**src/rtl/pipe_stage_reg.sv**
```systemverilog
// Valid/ready pipeline stage register with optional skid entry and flush.
// Optional performance counters are built when PIPE_STAGE_PERF_EN is defined.
module pipe_stage_reg #(
  parameter int unsigned DATA_W = 128,
  parameter int unsigned CTRL_W = 7,
  parameter int unsigned SKID   = 1,
  parameter int unsigned CNT_W  = 16
) (
  input  logic              clk_i,
  input  logic              rst_i,
  input  logic              flush_i,
  input  logic              in_valid_i,
  output logic              in_ready_o,
  input  logic [DATA_W-1:0] in_data_i,
  input  logic [CTRL_W-1:0] in_ctrl_i,
  output logic              out_valid_o,
  input  logic              out_ready_i,
  output logic [DATA_W-1:0] out_data_o,
  output logic [CTRL_W-1:0] out_ctrl_o,
  output logic [1:0]        occupancy_o,
  output logic [CNT_W-1:0]  stall_cnt_o,
  output logic [CNT_W-1:0]  bubble_cnt_o
);

  logic              main_v_q, main_v_d;
  logic              skid_v_q, skid_v_d;
  logic [DATA_W-1:0] main_data_q, main_data_d;
  logic [CTRL_W-1:0] main_ctrl_q, main_ctrl_d;
  logic [DATA_W-1:0] skid_data_q, skid_data_d;
  logic [CTRL_W-1:0] skid_ctrl_q, skid_ctrl_d;
  logic              acc;
  logic              iss;

  // With a skid entry, ready depends only on a flop; without it,
  // a full main entry can still take data when it drains this cycle.
  assign in_ready_o = (SKID != 0) ? ~skid_v_q
                                  : (~main_v_q | out_ready_i);

  assign acc = in_valid_i & in_ready_o;
  assign iss = main_v_q & out_ready_i;

  assign out_valid_o = main_v_q;
  assign out_data_o  = main_data_q;
  assign out_ctrl_o  = main_v_q ? main_ctrl_q : '0;
  assign occupancy_o = {1'b0, main_v_q} + {1'b0, skid_v_q};

  // Next-state for the main/skid entries; flush wins over any accept.
  always_comb begin
    main_v_d    = main_v_q;
    skid_v_d    = skid_v_q;
    main_data_d = main_data_q;
    main_ctrl_d = main_ctrl_q;
    skid_data_d = skid_data_q;
    skid_ctrl_d = skid_ctrl_q;
    if (flush_i) begin
      main_v_d = 1'b0;
      skid_v_d = 1'b0;
    end else if (iss) begin
      if (skid_v_q) begin
        main_data_d = skid_data_q;
        main_ctrl_d = skid_ctrl_q;
        skid_v_d    = 1'b0;
      end else if (acc) begin
        main_data_d = in_data_i;
        main_ctrl_d = in_ctrl_i;
      end else begin
        main_v_d = 1'b0;
      end
    end else if (acc) begin
      if (main_v_q) begin
        skid_v_d    = 1'b1;
        skid_data_d = in_data_i;
        skid_ctrl_d = in_ctrl_i;
      end else begin
        main_v_d    = 1'b1;
        main_data_d = in_data_i;
        main_ctrl_d = in_ctrl_i;
      end
    end
  end

  // Entry registers; reset clears everything, including payload.
  always_ff @(posedge clk_i) begin
    if (rst_i) begin
      main_v_q    <= 1'b0;
      skid_v_q    <= 1'b0;
      main_data_q <= '0;
      main_ctrl_q <= '0;
      skid_data_q <= '0;
      skid_ctrl_q <= '0;
    end else begin
      main_v_q    <= main_v_d;
      skid_v_q    <= skid_v_d;
      main_data_q <= main_data_d;
      main_ctrl_q <= main_ctrl_d;
      skid_data_q <= skid_data_d;
      skid_ctrl_q <= skid_ctrl_d;
    end
  end

`ifdef PIPE_STAGE_PERF_EN
  logic [CNT_W-1:0] stall_cnt_q, stall_cnt_d;
  logic [CNT_W-1:0] bubble_cnt_q, bubble_cnt_d;

  // Saturating stall and bubble counters; only reset clears them.
  always_comb begin
    stall_cnt_d  = stall_cnt_q;
    bubble_cnt_d = bubble_cnt_q;
    if (main_v_q && !out_ready_i && !(&stall_cnt_q))
      stall_cnt_d = stall_cnt_q + CNT_W'(1);
    if (!main_v_q && !(&bubble_cnt_q))
      bubble_cnt_d = bubble_cnt_q + CNT_W'(1);
  end

  // Counter registers.
  always_ff @(posedge clk_i) begin
    if (rst_i) begin
      stall_cnt_q  <= '0;
      bubble_cnt_q <= '0;
    end else begin
      stall_cnt_q  <= stall_cnt_d;
      bubble_cnt_q <= bubble_cnt_d;
    end
  end

  assign stall_cnt_o  = stall_cnt_q;
  assign bubble_cnt_o = bubble_cnt_q;
`else
  assign stall_cnt_o  = '0;
  assign bubble_cnt_o = '0;
`endif

endmodule

```
**config.mk**
```make
export PLATFORM = sky130hd
export DESIGN_NAME = pipe_stage_reg
export DESIGN_NICKNAME = d
export VERILOG_FILES = /design/src/rtl/pipe_stage_reg.sv
export SDC_FILE = /design/constraint.sdc
export NUM_CORES = 1
export LEC_CHECK = 0
export CORE_ASPECT_RATIO = 1.4
export CORE_MARGIN = 8
export CORE_UTILIZATION = 35
export CTS_CLUSTER_SIZE = 14
export DETAILED_ROUTE_END_ITERATION = 10
export SYNTH_ARGS = -nofsm -noshare
export SYNTH_HDL_FRONTEND = slang
export SYNTH_SLANG_ARGS = --single-unit
```
**constraint.sdc**
```tcl
create_clock -name clk_i -period 4.65 [get_ports clk_i]
set_input_delay 1.1625 -clock clk_i [delete_from_list [all_inputs] [get_ports clk_i]]
set_output_delay 1.1625 -clock clk_i [all_outputs]
set_load 0.01 [all_outputs]
```
# == Yosys cells after proc, flatten, opt, wreduce, memory -nomap -nowiden ==
# Cells that the tools add are included.
# totals
register_bits,272
latch_bits,0
mem_bits_rw,0
mem_bits_ro,0
in_bits,140
out_inout_bits,171
wordCells,38
mem_count,0
# op_classes
addsub,1
mul,0
div,0
order_cmp,0
eq_ne,3
shift,0
n_mux,15
bitwise,5
reduce_logical,8
# op_table
cell,count
two-way mux 128 bit,5
two-way mux 7 bit,6
AND reduction 4 bit,2
two-way mux 1 bit,4
"!= test 2 bit, second input constant",2
nonzero test 2 bit,2
NOT 1 bit,3
AND reduction 3 bit,1
OR reduction 3 bit,1
adder 1 x 1 -> 2 bit,1
bitwise AND 1 bit,2
"!= test 2 x 1 -> 1 bit, second input constant",1
AND reduction 2 bit,1
OR reduction 2 bit,1

# == Depth between registers and ports, before layout ==
# logic_depth
ltp_word,5
depth_mapped,7

# == Worst setup path after synthesis ==
# OpenSTA, ideal clock, no wires.
# synth_timing
path_kind,input to register
start,input port in_valid_i
end,register skid_data_q[100]
setup_ns,0.070
t_arrival_ns,2.373
t_required_ns,4.580
path_slack_ns,2.207
path_stages,7
path_buffers,3
path_cell_list,nor2b_1 -> and3_1 -> clkbuf_1 -> buf_2 -> clkbuf_1 -> nand2_1 -> a21oi_1
# synth_via
elab_chain_cells,2
# synth_rtl
element,line_no,text
from (decl),12,"input logic in_valid_i,"
bitwise AND 1 bit,39,assign acc = in_valid_i & in_ready_o;
AND reduction 4 bit (no line),n/a,
to (signal assigned),96,skid_data_q <= skid_data_d;
to (decl),29,"logic [DATA_W-1:0] skid_data_q, skid_data_d;"
# Every way passes these cells.
# A chain may end at the register's enable or synchronous reset.

# == Worst setup path after layout ==
# layout_timing
start,"register main_v_q, in the netlist out_valid_o"
end,output port occupancy_o[0]
# layout_via
elab_chain_cells,1
# layout_rtl
element,line_no,text
from (decl),25,"logic main_v_q, main_v_d;"
from (signal assigned),92,main_v_q <= main_v_d;
adder 1 x 1 -> 2 bit,45,"assign occupancy_o = {1'b0, main_v_q} + {1'b0, skid_v_q};"
to (decl),20,"output logic [1:0] occupancy_o,"
# Every way passes these cells.

==> results.tsv <==
metric	value	unit
finClkSkew	0.0112	ns
drcViolationCount	0	
grt_max_degree	151	
gp_congestion	0.761	
track_usage	17.3	%
cp_num_buf_inv	1	
wl	33000	um
first_pass_iters	5	
yosysWarningCount	0	
multi_input_area	4700	um2
crit_chain	ha_1 -> clkdlybuf4s50_1	
nNetsFinal	1735	
ff_latch_area	5450	um2
fill_cells	3004	
design.die.area	36500	um2
insertion_delay	0.54	ns
period_needed	3.19	ns
hpwl	20600	um
dieWidth	164	um
critical_path.slowest_cell	dfxtp_1	
cts_tree	yes	
vias_per_cell	4.95	
syn_area_per_cell	7.70	um2
max_stage_delay	0.67	ns
fin_setup_tns	0	ns
portBuffers	278	
ys_seq_elements	272	
rsz0062_at_grt	false	
clockRootBuffer	clkbuf_16	
fp.dieH	223	um
p_per_area	371	nW/um2
hold_viol_final	0	
path_class	register to primary output	
cp_max_fo	17	
max_cap_viol_count	0	
cts-resized-gates	0	
fin_crit_sh	68.5	%
post-cts-setup-buffers	0	
worst_ir_drop_vdd	0.000225	V
clk_pin_slew	0.06	ns
status	completed	
cts_buffers	28	
crit_arrival	2.02	ns
dr_total_vias	9918	
syn_area	10700	um2
cts_hold_buf	0	
synth-seq-area-share	50.8	%
syn_inst	1391	
start_kind	register	
yosys.area.top_type	dfxtp_1	
grt_pass1_vias	9490	
coreArea	30400	um2
h-tree-depth	1	
antenna_found_initial	1	
synth.area.top_cells	dfxtp_1, nand2_1, a311oi_1	
clock_sinks	272	
tightest_slew	0.723	ns
drv_slew	0	
gr-total-overflow	0	
drive_gt1_share	4.03	%
crit_family	flip-flops	
grt_pass1_wl	51800	um
max_freq	314	MHz
finalSetupViolations	0	
fin_util	47.8	%
endpoint_kind	primary output	
slew_headroom	51.8	%
antenna_left	0	
avgRoutedWirePerCell	16.5	um
cts.path.max_buffers	3	
dp_cells	1954	
fin_cells	2005	
dr.first_iter.drc_count	633	
power.leakage	0.00513	uW
ys_types	21	
syn_to_final_growth	35.9	%
power.total	5400	uW
synth_top_area_share	50.8	%
crit_required	3.49	ns
ioPinCount	311	
start_util	35.2	%
hold_class	register to register	
rows	76	
-- flip-flops by register name, summed over array words and instances (netlist names) --
signal       cells
out_data_o     128
skid_data_q    128
main_ctrl_q      7
skid_ctrl_q      7
out_valid_o      1
skid_v_q         1
-- per-stage QoR --
stage	cell area [um2]	hold WS (ns)	worst slack (ns)
after floorplan	10800	0.437	2.21
after global placement	13600	0.441	1.22
after detailed placement	13600	0.447	1.19
after CTS	14600	0.455	1.41
after global routing	14600	0.467	1.35
final	14600	0.453	1.46
-- kinds of logic after synthesis --
kind of cell / after synthesis / synth area share, %
adder cells (fa/ha/maj): 1 / 0.117
AO/OA/AOI/OAI: 274 / 17.6
buffers and inverters: 150 / 6.81
AND/OR/NAND/NOR: 693 / 24.6
other: 1 / 0.0350
flip-flops: 272 / 50.8
-- cell usage after synthesis --
cell type / n
or2_1: 1
nand3_1: 2
and3_1: 1
conb_1: 1
buf_1: 3
clkbuf_1: 89
buf_2: 19
buf_4: 38
nor2b_1: 1
a2111oi_0: 1
inv_1: 1
a21oi_1: 137
a311oi_1: 135
nor2_2: 1
nand2_1: 542
and2_1: 7
dfxtp_1: 272
a211oi_2: 1
nor2_1: 137
nor3_1: 1
ha_1: 1
-- final cells by class --
cell class | instances | area share, %
sequential | 272 | 37.4
multi-input combinational | 1000 | 32.3
timing repair buffer | 291 | 20.4
clock buffer | 41 | 5.84
tap | 390 | 3.35
clock inverter | 9 | 0.679
inverter | 1 | 0.0258
antenna | 1 | 0.0172
-- power by group --
| part | internal, uW | switching, uW | leakage (uW) |
|---|---|---|---|
| combinational | 324 | 291 | 0.00243 |
| sequential | 2430 | 59.2 | 0.00222 |
| clock | 1370 | 933 | 0.000476 |
-- metal layers --
metal / up-vias / part of all wire [%] / track usage [%]
met4: 0 / 2.0 / 5.12
met5: - / 0 / 0
li1: 4986 / - / -
met3: 37 / 6.6 / 3.28
met1: 4606 / 41 / 21.1
met2: 289 / 50 / 30.1
-- worst paths after layout --
check	cells after the start	startpoint	slack, ns	to
min	2	skid_data_q[74]$_SDFFE_PP0P_	0.45	skid_data_q[74]$_SDFFE_PP0P_
max reg2reg	5	out_valid_o$_SDFFE_PP0P_	2.19	out_data_o[64]$_SDFFE_PP0P_
max	2	out_valid_o$_SDFFE_PP0P_	1.46	occupancy_o[0]
min reg2reg	2	skid_data_q[74]$_SDFFE_PP0P_	0.45	skid_data_q[74]$_SDFFE_PP0P_
-- cells in the final DEF (no fill, tap or decap) --
cell	n
a2111oi_0	1
a211oi_4	1
a21oi_1	137
a311oi_1	135
and2_1	7
and3_4	1
buf_12	7
buf_4	6
bufinv_16	2
clkbuf_1	4
clkbuf_16	29
clkbuf_8	9
clkdlybuf4s50_1	277
clkinv_2	6
conb_1	32
dfxtp_1	272
diode_2	1
ha_1	1
inv_1	1
inv_6	1
nand2_1	542
nand3_4	2
nor2_1	137
nor2_4	1
nor2b_1	1
nor3_1	1
or2_1	1
-- worst register-to-register path, delay by kind of cell (launching register included) --
kind / cells / cell delay [ns]
flip-flops: 1 / 0.67
AO/OA/AOI/OAI: 2 / 0.67
AND/OR/NAND/NOR: 2 / 0.55
buffers and inverters: 1 / 0.47
Power figures use the tool's default switching activity.
